**config.mk**
```make
export PLATFORM = sky130hd
export DESIGN_NAME = result_bram_reader
export DESIGN_NICKNAME = d
export VERILOG_FILES = /design/src/rtl/channel_sounder_pkg.sv /design/src/rtl/result_bram_reader_if.sv /design/src/rtl/axis_fifo2.sv /design/src/rtl/result_bram_reader.sv
export SDC_FILE = /design/constraint.sdc
export NUM_CORES = 1
export LEC_CHECK = 0
export ABC_AREA = 1
export BUFFER_PORTS_ARGS = -buffer_cell sky130_fd_sc_hd__buf_2
export CAP_MARGIN = 30
export CORE_MARGIN = 1
export CORE_UTILIZATION = 55
export DETAILED_ROUTE_END_ITERATION = 7
export PLACE_DENSITY_LB_ADDON = 0.25
export SYNTH_ARGS = -nofsm -noshare
export SYNTH_HDL_FRONTEND = slang
export SYNTH_HIERARCHICAL = 1
export SYNTH_SLANG_ARGS = --single-unit
```
**constraint.sdc**
```tcl
create_clock -name m00_axis_aclk -period 1.75 [get_ports m00_axis_aclk]
set_input_delay 0.175 -clock m00_axis_aclk [delete_from_list [all_inputs] [get_ports m00_axis_aclk]]
set_output_delay 0.175 -clock m00_axis_aclk [all_outputs]
set_load 0.03 [all_outputs]
```
**src/rtl/channel_sounder_pkg.sv**
```systemverilog
// Shared sizing and reader FSM encoding for the channel sounder.
// The accumulator and the result reader both import this package.
package channel_sounder_pkg;

  localparam int ADDR_WIDTH_DEF = 10;
  localparam int DATA_WIDTH_DEF = 64;
  localparam int NUM_BINS_DEF   = 1024;

  typedef enum logic [1:0] {
    IDLE  = 2'd0,
    READ  = 2'd1,
    DRAIN = 2'd2
  } rd_state_e;

endpackage

```
**src/rtl/result_bram_reader_if.sv**
```systemverilog
// AXI4-Stream beat bundle: data, last, valid/ready handshake.
// The master drives the beat; the slave drives ready.
interface result_bram_reader_if #(
  parameter int DATA_WIDTH = 64
);

  logic [DATA_WIDTH-1:0] tdata;
  logic                  tlast;
  logic                  tvalid;
  logic                  tready;

  modport master (
    output tdata, tlast, tvalid,
    input  tready
  );

  modport slave (
    input  tdata, tlast, tvalid,
    output tready
  );

endinterface

```
**src/rtl/axis_fifo2.sv**
```systemverilog
// Two-entry stream FIFO holding {last, data}.
// The head drives the stream directly, so it holds while stalled.
module axis_fifo2 #(
  parameter int DATA_WIDTH = 64
) (
  input  logic              clk,
  input  logic              rst_n,
  input  logic              wr_en,
  input  logic [DATA_WIDTH:0] wr_data,
  output logic [1:0]        count,
  result_bram_reader_if.master m
);

  logic [DATA_WIDTH:0] mem0;
  logic [DATA_WIDTH:0] mem1;
  logic                rd_ptr;
  logic                wr_ptr;
  logic                pop;

  assign pop      = m.tvalid & m.tready;
  assign m.tvalid = (count != 2'd0);
  assign {m.tlast, m.tdata} = rd_ptr ? mem1 : mem0;

  always_ff @(posedge clk or negedge rst_n) begin
    if (!rst_n) begin
      mem0   <= '0;
      mem1   <= '0;
      rd_ptr <= 1'b0;
      wr_ptr <= 1'b0;
      count  <= 2'd0;
    end else begin
      if (wr_en) begin
        if (wr_ptr) mem1 <= wr_data;
        else        mem0 <= wr_data;
        wr_ptr <= ~wr_ptr;
      end
      if (pop) rd_ptr <= ~rd_ptr;
      count <= count + {1'b0, wr_en} - {1'b0, pop};
    end
  end

endmodule

```
**src/rtl/result_bram_reader.sv**
```systemverilog
// Streams one frame of result bins from BRAM out over AXI4-Stream.
// Reads are credit-limited so the 2-entry FIFO can never overflow.
module result_bram_reader
  import channel_sounder_pkg::*;
#(
  parameter int ADDR_WIDTH = ADDR_WIDTH_DEF,
  parameter int DATA_WIDTH = DATA_WIDTH_DEF,
  parameter int NUM_BINS   = NUM_BINS_DEF
) (
  input  logic                  m00_axis_aclk,
  input  logic                  m00_axis_aresetn,
  input  logic                  start,
  output logic                  busy,
  output logic                  done,
  output logic [ADDR_WIDTH-1:0] result_bram_addr_read,
  output logic                  result_bram_r_enable,
  input  logic [DATA_WIDTH-1:0] result_bram_datain,
  output logic [DATA_WIDTH-1:0] M00_AXIS_tdata,
  output logic                  M00_AXIS_tvalid,
  input  logic                  M00_AXIS_tready,
  output logic                  M00_AXIS_tlast,
  output logic                  start_ignored
);

  localparam int AW1 = ADDR_WIDTH + 1;
  localparam logic [AW1-1:0] LAST_ADDR = AW1'(NUM_BINS - 1);

  rd_state_e      state;
  logic [AW1-1:0] addr;
  logic           in_flight;
  logic           tag_last;
  logic           armed;
  logic [1:0]     fifo_cnt;
  logic [1:0]     level;
  logic           accept;
  logic           ren;
  logic           last_rd;
  logic           take;

  result_bram_reader_if #(.DATA_WIDTH(DATA_WIDTH)) m_axis ();

  axis_fifo2 #(.DATA_WIDTH(DATA_WIDTH)) u_fifo (
    .clk     (m00_axis_aclk),
    .rst_n   (m00_axis_aresetn),
    .wr_en   (in_flight),
    .wr_data ({tag_last, result_bram_datain}),
    .count   (fifo_cnt),
    .m       (m_axis)
  );

  assign M00_AXIS_tdata  = m_axis.tdata;
  assign M00_AXIS_tlast  = m_axis.tlast;
  assign M00_AXIS_tvalid = m_axis.tvalid;
  assign m_axis.tready   = M00_AXIS_tready;

  assign accept = M00_AXIS_tvalid & M00_AXIS_tready;
  assign level  = fifo_cnt + {1'b0, in_flight};

  // A beat leaving this cycle frees a slot for a read issued now.
  assign ren = (state == READ) &&
               ((level < 2'd2) || ((level == 2'd2) && accept));
  assign last_rd = ren && (addr == LAST_ADDR);
  assign take    = start && armed;

  assign result_bram_r_enable  = ren;
  assign result_bram_addr_read = addr[ADDR_WIDTH-1:0];

  always_ff @(posedge m00_axis_aclk or negedge m00_axis_aresetn) begin
    if (!m00_axis_aresetn) begin
      state         <= IDLE;
      addr          <= '0;
      in_flight     <= 1'b0;
      tag_last      <= 1'b0;
      armed         <= 1'b0;
      busy          <= 1'b0;
      done          <= 1'b0;
      start_ignored <= 1'b0;
    end else begin
      armed     <= 1'b1;
      in_flight <= ren;
      done      <= 1'b0;
      if (ren) begin
        addr     <= addr + 1'b1;
        tag_last <= last_rd;
      end
      if (take && (busy || done)) start_ignored <= 1'b1;
      unique case (state)
        IDLE: begin
          if (take && !done) begin
            state <= READ;
            addr  <= '0;
            busy  <= 1'b1;
          end
        end
        READ: begin
          if (last_rd) state <= DRAIN;
        end
        DRAIN: begin
          if (accept && M00_AXIS_tlast) begin
            state <= IDLE;
            busy  <= 1'b0;
            done  <= 1'b1;
          end
        end
        default: state <= IDLE;
      endcase
    end
  end

endmodule

```
# Word level (Yosys, flattened, before mapping)
# Cells that the tools add are included.
classes:
  eq_ne: 7
  n_div: 0
  mul: 0
  n_shift: 0
  reduce_logical: 17
  add_sub_neg: 3
  bitwise_logic: 3
  mux: 13
  n_lt_le_gt_ge: 1
ops:
  columns: ["operator", "n"]
  rows:
  - ["65-bit 2-to-1 mux", 1]
  - ["11-bit 2-to-1 mux", 3]
  - ["11-bit by 1-bit adder with 11-bit output, second input constant", 1]
  - ["11-bit by 10-bit == test with 1-bit output, second input constant", 1]
  - ["1-bit logical AND", 7]
  - ["2-bit 2-to-1 mux", 3]
  - ["2-bit != test, second input constant", 3]
  - ["2-bit case mux with 3 select lines", 1]
  - ["3-bit AND reduction", 2]
  - ["2-bit == test, second input constant", 2]
  - ["1-bit 2-to-1 mux", 4]
  - ["2-bit AND reduction", 2]
  - ["2-bit nonzero test", 2]
  - ["2-bit by 1-bit adder with 2-bit output", 1]
  - ["2-bit by 1-bit == test with 1-bit output, second input constant", 1]
  - ["2-bit logical NOT", 1]
  - ["1-bit logical OR", 2]
  - ["2-bit less-than comparator, second input constant", 1]
  - ["1-bit inverter", 2]
  - ["1-bit case mux with 2 select lines", 1]
  - ["2-bit by 1-bit subtractor with 2-bit output", 1]
  - ["1-bit AND", 1]
  - ["1-bit logical NOT", 1]
totals:
  latch_bits: 0
  mem_count: 0
  reg_bits: 153
  wordCells: 57
  output_inout_bits: 80
  input_bits: 68
  romBits: 0
  ram_bits: 0

# Longest topological paths before layout
# Gate-level depths: netlist of the first run.
logic_depth:
  ltp_word: 8
  depth_mapped: 10
  mapped_depth_nobuf: 10

# Hierarchy
# Netlist of the first run, hierarchy kept.
modules_own_cells:
  columns: ["mod", "seq_area_each_um2", "instances", "cells_per_inst", "area_each_um2"]
  rows:
  - ["axis_fifo2", 3353.2, 1, 720, 6170.9]
  - ["result_bram_reader", 475.5, 1, 130, 1037.2]

# Least setup slack after synthesis of the first run
# Ideal clock, no wire load.
synth_path:
  kind: "flip-flop to flip-flop"
  start: "register u_fifo.count[1]"
  end: "register u_fifo.count[1]"
  t_arrival_ns: 1.453
  n_path_buf: 0
  path_stages_with_launch: 10
  setup_time_ns: 0.116
  required_time_ns: 1.634
  synth_period_minus_slack_ns: 1.569
  path_slack_ns: 0.181
  cell_sequence: "dfrtp_1 inv_1 nand2_1 nand2_1 inv_1 ha_1 inv_1 ha_1 nand3_1 nand2_1"
synth_via:
  elab_chain_cells: 3
  word_cells_on_any_way: 4
  cone_classes: "2 x add/sub; 1 x bitwise; 1 x reduce/logical"
synth_rtl:
  columns: ["element", "line_no", "source"]
  rows:
  - ["from (decl)", "axis_fifo2.sv:10", "output logic [1:0] count,"]
  - ["from (signal assigned)", "axis_fifo2.sv:38", "count <= count + {1'b0, wr_en} - {1'b0, pop};"]
  - ["2-bit nonzero test", "axis_fifo2.sv:21", "assign m.tvalid = (count != 2'd0);"]
  - ["via M00_AXIS_tvalid", "result_bram_reader.sv:19", "output logic M00_AXIS_tvalid,"]
  - ["1-bit AND", "axis_fifo2.sv:20", "assign pop = m.tvalid & m.tready;"]
  - ["via u_fifo.pop", "axis_fifo2.sv:18", "logic pop;"]
  - ["2-bit by 1-bit subtractor with 2-bit output", "axis_fifo2.sv:38", null]
# The timed path passes the listed nets, and every way through them passes these cells.
# A chain may end at the register's enable or synchronous reset.

# Worst setup path after layout of the first run
layout_path:
  start: "register in_flight"
  end: "output result_bram_r_enable"
layout_via:
  elab_chain_cells: 5
  word_cells_on_any_way: 6
  cone_classes: "1 x add/sub; 1 x order compare; 1 x eq/ne; 3 x reduce/logical"
layout_rtl:
  columns: ["element", "line_no", "source"]
  rows:
  - ["from (decl)", "result_bram_reader.sv:30", "logic in_flight;"]
  - ["from (signal assigned)", "result_bram_reader.sv:80", "in_flight <= ren;"]
  - ["2-bit by 1-bit adder with 2-bit output (*)", "result_bram_reader.sv:57", "assign level = fifo_cnt + {1'b0, in_flight};"]
  - ["2-bit == test", "result_bram_reader.sv:61", "((level < 2'd2) || ((level == 2'd2) && accept));"]
  - ["1-bit logical AND", "result_bram_reader.sv:61", null]
  - ["1-bit logical OR (*)", "result_bram_reader.sv:61", null]
  - ["1-bit logical AND (*)", "result_bram_reader.sv:60", "assign ren = (state == READ) &&"]
  - ["to (decl)", "result_bram_reader.sv:16", "output logic result_bram_r_enable,"]
# Mark *: on every way between the ends. The rest lies on a longest branch, timed or not.

==> implementation parameters, run 1 <==
Parameter                              Value

Run status
  Status ... complete, no violations

GRT
  Maximum number of pins on one net before global-route repair ... 55
  Number of antenna violations at the first check in global routing ... 0
  Overall fraction of global-route tracks in use ... 23.0%
  Vias in the first global route ... 5,157
  Wire length of the first global-routing pass ... 23,800 µm
  Total congestion overflow after global routing ... 0

Finish
  Syn-to-layout area delta ... 19.5%
  Total area of multi-input combinational cells ... 2640 µm²
  Area taken by flip-flops and latches ... 3830 µm²
  Share of layout cells above drive strength 1 ... 27.2%
  Count of antenna diodes in the layout ... 0
  Number of nets at the end of the flow ... 1,059
  FILL cells ... 1,105

Power and ir drop
  Peak supply drop ... 1240 µV
  Areal power density over the cells ... 2220 nW/µm²
  Leakage power ... 0.00476 µW
  Power Total ... 19,100 µW

Timing
  RSZ-0062 raised after global routing ... true
  Setup slack of the critical path after layout ... 2.67 ps
  Min Tclk post-route ... 1750 ps
  Final Hold Fails ... 0
  Final number of max-transition violations ... 0
  Share of the clock period used by the worst path ... 99.8%
  Achievable clock frequency ... 572 MHz
  Final setup viols ... 0
  Fin Clk Skew ... 4.34 ps

Logic synthesis
  Ys Warns ... 6
  Library cell with the highest instance count after synthesis ... sky130_fd_sc_hd__nand2_1
  Number of storage elements in the synthesis netlist ... 153
  Primary flip-flop cell chosen by synthesis mapping ... sky130_fd_sc_hd__dfrtp_1
  EDFF count, synth ... 0
  Cell count after synthesis ... 850
  Top cells by instance count after synthesis ... sky130_fd_sc_hd__nand2_1 (369), sky130_fd_sc_hd__dfrtp_1 (153), sky130_fd_sc_hd__inv_1 (84)
  Netlist Area Pre-Place ... 7210 µm²
  Async set or reset register ratio after synthesis ... 100%
  Most area-hungry cell type in the Yosys netlist ... sky130_fd_sc_hd__dfrtp_1
  Synthesized area per cell ... 8.48 µm²
  Share of the synthesized area in the top cell type ... 53.1%
  Most area-consuming cells after synthesis ... sky130_fd_sc_hd__dfrtp_1 (53%), sky130_fd_sc_hd__nand2_1 (19%), sky130_fd_sc_hd__o21ai_2 (7.5%)
  Sequential cell area fraction in the yosys report ... 53.1%
  Number of distinct standard cells referenced by the synthesized netlist ... 30
  Mapped Nets ... 922

Clocking
  Clock network latency to the later pin of the worst-skew pair ... 420 ps
  CTS Root Cell ... sky130_fd_sc_hd__clkbuf_16
  Total number of H-tree levels ... 4
  Post-CTS clock slew at the launch and capture registers of the worst setup and hold paths ... 60 ps
  Number of buffers added by the clock tree synthesis step ... 17
  Longest Clk Path Bufs ... 2
  Clock Sink Count ... 153
  CTS tree ... built

Critical path
  Crit start category ... register
  Depth of the most critical reg-to-reg path ... 9
  Class of the most critical setup path ... reg2out
  CP Launch Point ... in_flight
  Type of element capturing the critical path ... output pin
  WP data required ... 1570 ps
  Capturing point of the worst reg2reg path ... addr[8]
  Capturing instance or port of the critical path ... result_bram_r_enable
  Worst reg-to-reg setup slack ... 130 ps
  Critical path data arrival time ... 1570 ps
  Maximum net fanout on the critical path ... 2
  Start of the worst register-to-register path ... in_flight

Job
  Max capacitance violation total ... 0

Routing
  Number of remaining DRC errors ... 0
  Detailed-router iteration count before antenna repair ... 5
  WL per Instance ... 12.6 µm
  DR iter-0 viols ... 307
  Total wirelength of the detailed-routed design ... 14,800 µm
  Number of nets with antenna violations after routing ... 0
  Number of vias in the routed layout ... 5,623
  Vias per cell ... 4.81

Placement
  RD Place Congestion ... 0.790
  Pre-CTS setup slack ... 139 ps
  Buffers added on ports ... 147
  Detailed placer's ending HPWL ... 9370 µm

Floorplanning
  Number of primary I/O pins ... 148
  Row count ... 41
  Floorplan core area ... 12,700 µm²
  Die Y ... 116 µm
  Initial Utilization ... 56.7%
  Die Span X ... 116 µm
  Die footprint ... 13,600 µm²

Worst hold path
  Worst hold path type ... in2reg
==> sequential cells by signal (all words and copies together), names as in the netlist <==
name,flops
start_ignored,1
u_fifo/count,2
addr,11
u_fifo/wr_ptr,1
tag_last,1
u_fifo/rd_ptr,1
done,1
busy,1
armed,1
u_fifo/mem0,65
state,2
in_flight,1
u_fifo/mem1,65
==> worst max-delay path, cell delays in order (launching register included) <==
cell                       delay, ps
sky130_fd_sc_hd__dfrtp_1         380
sky130_fd_sc_hd__ha_1            300
sky130_fd_sc_hd__inv_2            60
sky130_fd_sc_hd__nand3_2          60
sky130_fd_sc_hd__nand2_2         110
sky130_fd_sc_hd__nand2_4          60
sky130_fd_sc_hd__clkinv_4         50
sky130_fd_sc_hd__buf_6           120
==> kinds of logic after synthesis <==
logic type / share of synthesized area, %
xor gates and xnor gates: 0.243
and+or+nand+nor: 22.2
DFF: 53.1
other: 0.0520
buffers and inverters: 10.5
AOI/OAI and AO/OA: 13.2
adders and majority gates: 0.694
==> where the power goes <==
group,switching [µW],internal [µW],total (µW)
Clock,1290,1940,3230
Combinational,6640,3150,9790
Sequential,896,5180,6080
Total,8830,10300,19100
==> cell type report <==
class	instances	area share, %
Clock buffer	27	5.84
Clock inverter	3	0.174
Inverter	88	3.95
Multi-Input combinational cell	557	30.7
Sequential cell	153	44.5
Tap cell	172	2.50
Timing Repair Buffer	170	12.4
==> what timing repair did <==
item | in CTS | in global routing
hold endpoints to repair | 44 | 0
setup buffers | 2 | 1
hold buffers | 3 | 0
cloned | 0 | 1
resized for setup | 8 | 11
pin swaps | 2 | 2
setup endpoints to repair | 5 | 21
==> cells in the final DEF, fill, tap and decap left out, types with 4 or more instances in the layout <==
cell                        instances
sky130_fd_sc_hd__nor2_1            11
sky130_fd_sc_hd__nand2_1          368
sky130_fd_sc_hd__ha_1               4
sky130_fd_sc_hd__clkbuf_8           4
sky130_fd_sc_hd__nor3_1             4
sky130_fd_sc_hd__clkbuf_16         18
sky130_fd_sc_hd__a21oi_1            6
sky130_fd_sc_hd__dfrtp_1          152
sky130_fd_sc_hd__inv_1             83
sky130_fd_sc_hd__buf_2            143
sky130_fd_sc_hd__nand3_1           10
sky130_fd_sc_hd__buf_4              9
sky130_fd_sc_hd__o21ai_0           43
sky130_fd_sc_hd__o21ai_2           62
sky130_fd_sc_hd__buf_12             8
sky130_fd_sc_hd__clkbuf_1           6
sky130_fd_sc_hd__o21ai_1           30
==> worst min-delay path by stage <==
| stage | from | to | slack, ps | cells after the start |
|---|---|---|---|---|
| after global placement | m00_axis_aresetn | u_fifo/mem0[18] | 130 | 1 |
| final | result_bram_datain[2] | u_fifo/mem1[2] | 20 | 3 |
| after global routing | result_bram_datain[3] | u_fifo/mem1[3] | 20 | 3 |
| after CTS | result_bram_datain[61] | u_fifo/mem1[61] | 6 | 3 |
| after floorplan | m00_axis_aresetn | addr[0] | -120 | 0 |
| after detailed placement | m00_axis_aresetn | u_fifo/mem0[18] | 130 | 1 |
==> through the flow <==
| step | utilization [%] | hold slack [ps] | setup TNS (ps) | cell area, µm² | cells |
|---|---|---|---|---|---|
| floorplan | - | -121 | 0 | 7210 | 850 |
| global placement | 62.6 | 127 | 0 | 7960 | 1133 |
| detailed placement | 62.6 | 130 | 0 | 7960 | 1133 |
| CTS | 67.2 | 6.21 | -2.45 | 8550 | 1168 |
| global route | 67.7 | 22.0 | -117 | 8610 | 1170 |
| finish | 67.7 | 18.4 | 0 | 8610 | 1170 |
==> routing by layer <==
layer | track usage (%) | vias up | part of all wire, % | wire [µm]
met5 | 0 | - | 0 | 0
met1 | 28.9 | 2572 | 45 | 6720
met2 | 37.9 | 140 | 47 | 6940
met4 | 8.89 | 0 | 1.4 | 213
met3 | 6.43 | 20 | 6.1 | 897
li1 | - | 2891 | - | -
(Power assumes the default switching activity.)
==> run 2: changes to the inputs <==
--- a/config.mk
+++ b/config.mk
@@ -13,2 +13,3 @@
 export DETAILED_ROUTE_END_ITERATION = 7
+export HOLD_SLACK_MARGIN = 0.05
 export PLACE_DENSITY_LB_ADDON = 0.25
--- a/constraint.sdc
+++ b/constraint.sdc
@@ -3,2 +3,2 @@
 set_output_delay 0.175 -clock m00_axis_aclk [all_outputs]
-set_load 0.03 [all_outputs]
+set_load 0.1 [all_outputs]
==> implementation parameters, run 2 (synthesized netlist as in run 1, its figures left out) <==
Parameter                              Value

Critical path
  Biggest cell delay along the critical path ... 520 ps (+140 ps)
  CP Launch Point ... u_fifo/rd_ptr
  Crit start category ... register
  Class of the most critical setup path ... reg2out
  WP data required ... 1570 ps (about the same)
  Start of the worst register-to-register path ... u_fifo/count[0]
  Type of element capturing the critical path ... output pin
  Maximum net fanout on the critical path ... 8 (+6)
  Cell with the biggest individual delay on the critical path ... sky130_fd_sc_hd__dfrtp_2
  Critical path data arrival time ... 1670 ps (+100 ps)
  Cell-by-cell listing of the critical path ... inv_8 -> buf_6 -> nand2_1 -> nand2_2 -> buf_12

Worst hold path
  Worst hold path type ... in2reg
  Hold Startpoint ... result_bram_datain[14]

Clocking
  CTS tree ... built
  Longest Clk Path Bufs ... 2 (unchanged)
  Total number of H-tree levels ... 4 (unchanged)
  Clock network latency to the later pin of the worst-skew pair ... 420 ps (about the same)
  CTS Root Cell ... sky130_fd_sc_hd__clkbuf_16
  Clock Sink Count ... 153 (unchanged)
  Number of buffers added by the clock tree synthesis step ... 17 (unchanged)
  Post-CTS clock slew at the launch and capture registers of the worst setup and hold paths ... 60 ps (about the same)

Run status
  Violations in the final reports ... setup timing
  Status ... complete, but fails checks

Finish
  Share of layout cells above drive strength 1 ... 37.0% (+9.8 points)
  Number of nets at the end of the flow ... 1,131 (+6.8%)
  Area taken by flip-flops and latches ... 3830 µm² (unchanged)
  FILL cells ... 635 (-43%)
  Total area of multi-input combinational cells ... 3050 µm² (+15%)
  Largest registers in the final layout ... u_fifo/mem0: 65 flops, u_fifo/mem1: 65 flops, addr: 11 flops
  Most common cell after layout, fill and taps aside ... sky130_fd_sc_hd__nand2_1
  Final design area excluding fillers ... 11,000 µm² (+27%)
  Count of antenna diodes in the layout ... 0 (unchanged)
  Commonest cells after routing, fill and taps aside ... sky130_fd_sc_hd__nand2_1 (259), sky130_fd_sc_hd__dfrtp_1 (152), sky130_fd_sc_hd__nand2_2 (85), sky130_fd_sc_hd__inv_1 (83), sky130_fd_sc_hd__buf_2 (80)
  Syn-to-layout area delta ... 52.2%
  Final core occ ... 86.3% (+19 points)

Floorplanning
  Die footprint ... 13,600 µm² (unchanged)
  Initial Utilization ... 56.7% (unchanged)
  Number of primary I/O pins ... 148 (unchanged)
  Die Y ... 116 µm (unchanged)
  Row count ... 41 (unchanged)
  Die Span X ... 116 µm (unchanged)
  Floorplan core area ... 12,700 µm² (unchanged)

Placement
  Buffers added on ports ... 147 (unchanged)
  Pre-CTS setup slack ... 233 ps (+93.2 ps)
  Area post-placement ... 8990 µm² (+13%)
  Detailed placer's ending HPWL ... 10,400 µm (+11%)
  RD Place Congestion ... 0.772 (-2.3%)

Timing
  Setup slack of the critical path after layout ... -93.8 ps (-96.5 ps)
  Fin Clk Skew ... 4.87 ps (+0.532 ps)
  Final TNS setup ... -1300 ps (-1300 ps)
  Final number of max-transition violations ... 0 (unchanged)
  Min Tclk post-route ... 1840 ps (+96.5 ps)
  Share of the clock period used by the worst path ... 105% (+5.5 points)
  Final setup viols ... 51 (+51)
  Final Hold Fails ... 0 (unchanged)
  RSZ-0062 raised after global routing ... true
  Achievable clock frequency ... 542 MHz (-5.2%)

Routing
  Number of remaining DRC errors ... 0 (unchanged)
  WL per Instance ... 16.2 µm (+29%)
  Detailed-router iteration count before antenna repair ... 6 (+1)
  Total wirelength of the detailed-routed design ... 20,200 µm (+37%)
  Number of nets with antenna violations after routing ... 0 (unchanged)
  Number of vias in the routed layout ... 6,468 (+15%)
  DR iter-0 viols ... 466 (+52%)
  Vias per cell ... 5.20 (+8.3%)

GRT
  Vias in the first global route ... 6,171 (+20%)
  Total congestion overflow after global routing ... 0 (unchanged)
  Overall fraction of global-route tracks in use ... 28.9% (+5.9 points)
  Number of antenna violations at the first check in global routing ... 0 (unchanged)
  Wire length of the first global-routing pass ... 29,300 µm (+23%)
  Maximum number of pins on one net before global-route repair ... 59 (+7.3%)

Job
  Max capacitance violation total ... 0 (unchanged)
-- run 2: changes by cell type in the layout (fill, tap and decap cells not counted), sizes merged --
cell,previous run,this run
dlygate4sd3,3,64
buf,164,173
bufinv,0,5
clkbuf,30,27
inv,87,89
clkinv,4,3
-- run 2: path summary, 6_finish.rpt --
path | to | slack [ps] | cells after the start
max | M00_AXIS_tdata[58] | -90 | 5
min | u_fifo/mem1[14] | 60 | 3
max reg2reg | state[0] | 150 | 10
min reg2reg | u_fifo/mem0[41] | 480 | 2
max in group asynchronous | u_fifo/mem1[29] | 860 | 3
min in group asynchronous | u_fifo/mem1[11] | 230 | 2
-- run 2: per-layer routing --
layer | part of all wire, % | track usage, % | vias up | routed length, µm
met5 | 0 | 0 | - | 0
met4 | 2.0 | 11.2 | 0 | 412
met3 | 5.0 | 6.23 | 37 | 1000
met2 | 53 | 49.9 | 236 | 10800
met1 | 40 | 35.6 | 3145 | 8000
li1 | - | - | 3050 | -
-- run 2: critical path, delay by kind of cell, from the launching register on --
family / cells / cell delay, ps
DFF: 1 / 520
buffers and inverters: 3 / 520
and+or+nand+nor: 2 / 210
-- run 2: area by class of cell --
class	count	share of cell area, %
repair buffers	241	26.2
clock buffers	23	4.45
flip-flops and latches	153	34.9
multi-input cells	557	27.8
inverters	88	3.15
repair inverters	1	0.0570
clock inverters	8	1.51
well taps	172	1.96
-- run 2: timing repair --
item | 4_1_cts | 5_1_grt
resized for setup | 41 | 113
hold buffers | 64 | 0
setup endpoints to repair | 66 | 56
hold endpoints to repair | 186 | 0
setup buffers | 4 | 2
pin swaps | 3 | 20
gates cloned | 1 | 8
-- run 2: metrics by stage --
step | instances | hold slack [ps]
after detailed placement | 1133 | 112
after global placement | 1133 | 114
final | 1243 | 59.8
after CTS | 1233 | 50.2
after global routing | 1243 | 64.1
after floorplan | 850 | -121
Power of run 2 is not shown: default switching activity piles up to over one toggle a cycle in this logic, so the estimate is an artifact.
==> run 3: changes to the inputs <==
Settings changed: CORE_UTILIZATION 55 to 50.
==> implementation parameters, run 3 (synthesized netlist as in run 1, its figures left out) <==
Parameter                              Value

Floorplanning
  Initial Utilization ... 51.5% (-5.1 points)
  Floorplan core area ... 14,000 µm² (+10%)
  Number of primary I/O pins ... 148 (unchanged)
  Die Span X ... 122 µm (+4.8%)
  Die Y ... 122 µm (+4.8%)
  Row count ... 43 (+4.9%)
  Die footprint ... 14,900 µm² (+9.8%)

Critical path
  Crit start category ... register
  Type of element capturing the critical path ... output pin
  CP Launch Point ... u_fifo/count[0]
  Depth of the most critical reg-to-reg path ... 11 (+1)
  Critical path data arrival time ... 1640 ps (-30 ps)
  WP data required ... 1570 ps (about the same)
  Cell-by-cell listing of the critical path ... ha_1 -> inv_2 -> nand3_2 -> nand2_2 -> nand2_4 -> inv_8 -> buf_12
  Critical path depth ... 7 (+2)
  Class of the most critical setup path ... reg2out
  Delay-heaviest family, CP ... flip-flops
  Cell with the biggest individual delay on the critical path ... sky130_fd_sc_hd__dfrtp_1
  Number of buffer and inverter stages on the critical path ... 3 (unchanged)
  Start of the worst register-to-register path ... u_fifo/count[0]
  Biggest cell delay along the critical path ... 390 ps (-130 ps)
  Maximum net fanout on the critical path ... 2 (-6)

Clocking
  CTS Root Cell ... sky130_fd_sc_hd__clkbuf_16
  Post-CTS clock slew at the launch and capture registers of the worst setup and hold paths ... 60 ps (about the same)
  Clock network latency to the later pin of the worst-skew pair ... 420 ps (about the same)
  Total number of H-tree levels ... 4 (unchanged)
  Number of buffers added by the clock tree synthesis step ... 17 (unchanged)
  CTS tree ... built
  Longest Clk Path Bufs ... 2 (unchanged)
  Clock Sink Count ... 153 (unchanged)

Routing
  Number of nets with antenna violations after routing ... 0 (unchanged)
  Routed length on met3 ... 788 µm (-21%)
  DR iter-0 viols ... 385 (-17%)
  Post-route met1 wirelength ... 7630 µm (-4.6%)
  Number of vias in the routed layout ... 6,223 (-3.8%)
  Met2 layer wire length in the routed design ... 9840 µm (-8.6%)
  Detailed-router iteration count before antenna repair ... 5 (-1)
  Number of remaining DRC errors ... 0 (unchanged)
  Vias per cell ... 4.96 (-4.6%)
  Highest signal layer in the routed design ... met4
  WL per Instance ... 14.8 µm (-8.9%)
  Total wirelength of the detailed-routed design ... 18,500 µm (-8.1%)

GRT
  Total congestion overflow after global routing ... 0 (unchanged)
  Number of antenna violations at the first check in global routing ... 1 (+1)
  Maximum number of pins on one net before global-route repair ... 67 (+14%)
  Vias in the first global route ... 5,685 (-7.9%)
  Wire length of the first global-routing pass ... 27,000 µm (-8.0%)
  Overall fraction of global-route tracks in use ... 23.5% (-5.4 points)

Timing
  Final Hold Fails ... 0 (unchanged)
  Share of the clock period used by the worst path ... 104% (-1.7 points)
  Setup slack of the critical path after layout ... -64.9 ps (+28.9 ps)
  Fin Clk Skew ... 6.50 ps (+1.63 ps)
  RSZ-0062 raised after global routing ... true
  Final setup viols ... 4 (-92%)
  Min Tclk post-route ... 1810 ps (-28.9 ps)
  Final number of max-transition violations ... 0 (unchanged)
  Achievable clock frequency ... 551 MHz (+1.6%)

Placement
  Buffers added on ports ... 147 (unchanged)
  Detailed placer's ending HPWL ... 9910 µm (-4.5%)
  Pre-CTS setup slack ... 225 ps (-7.84 ps)
  RD Place Congestion ... 0.800 (+3.7%)

Worst hold path
  Worst hold path type ... in2reg
  Hold Startpoint ... M00_AXIS_tready
  Number of cells on the worst hold path ... 3 (unchanged)

Job
  Max capacitance violation total ... 0 (unchanged)

Finish
  Number of nets at the end of the flow ... 1,133 (+0.18%)
  Final core occ ... 78.1% (-8.1 points)
  Syn-to-layout area delta ... 51.6%
  Commonest cells after routing, fill and taps aside ... sky130_fd_sc_hd__nand2_1 (276), sky130_fd_sc_hd__dfrtp_1 (152), sky130_fd_sc_hd__nand2_2 (86), sky130_fd_sc_hd__inv_1 (83), sky130_fd_sc_hd__buf_2 (80)
  Largest registers in the final layout ... u_fifo/mem0: 65 flops, u_fifo/mem1: 65 flops, addr: 11 flops
  Share of layout cells above drive strength 1 ... 35.5% (-1.5 points)
  Most common cell after layout, fill and taps aside ... sky130_fd_sc_hd__nand2_1

Run status
  Status ... complete, but fails checks
  Violations in the final reports ... setup timing
## run 3: changes by cell type in the layout (fill, tap and decap cells not counted), sizes merged
cell / delta
clkbuf: +3
inv: -2
buf: -1
clkinv: +1
diode: +1
dlygate4sd3: +1
## run 3: layout make-up
| cell class | instances | area, µm² |
|---|---|---|
| Timing Repair Buffer | 244 | 2940 |
| Clock buffer | 23 | 488 |
| Clock inverter | 8 | 165 |
| Multi-Input combinational cell | 557 | 2920 |
| Fill cell | 898 | 3060 |
| Antenna cell | 1 | 2.50 |
| Tap cell | 180 | 225 |
| Inverter | 88 | 350 |
| Sequential cell | 153 | 3830 |
## run 3: worst min-delay path: stages
cell                      delay (ps)
sky130_fd_sc_hd__buf_2           130
sky130_fd_sc_hd__nand3_1          80
sky130_fd_sc_hd__nand2_1          60
## run 3: timing repair
item                                    in CTS  in global routing
endpoints found under the setup margin      36                 50
pin swaps                                    1                 24
setup buffers                                4                  3
cloned                                       1                  9
resized for setup                           10                109
hold buffers                                65                  0
endpoints found under the hold margin      207                  0
## run 3: routing by layer
metal	GRT usage [%]	vias up
met2	39.7	177
met1	30.1	2976
li1	-	3049
met5	0	-
met3	4.45	21
met4	8.31	0
## run 3: worst paths after layout
path / end / slack [ps]
worst max-delay path: result_bram_r_enable / -60
min in group asynchronous: u_fifo/mem0[34] / 240
max in group asynchronous: u_fifo/rd_ptr / 920
worst min register to register: u_fifo/mem0[25] / 480
worst max register to register: state[0] / 30
worst min-delay path: u_fifo/rd_ptr / 60
## run 3: per-stage QoR
step	hold WS [ps]	instances	area, µm²	setup TNS (ps)
after floorplan	-121	850	7220	0
after global placement	128	1140	9010	0
after detailed placement	125	1140	9010	0
after CTS	52.9	1241	10400	-51.9
after global routing	53.0	1254	10900	-1540
final	61.7	1254	10900	-92.0
Power of run 3 is left out for the same reason.
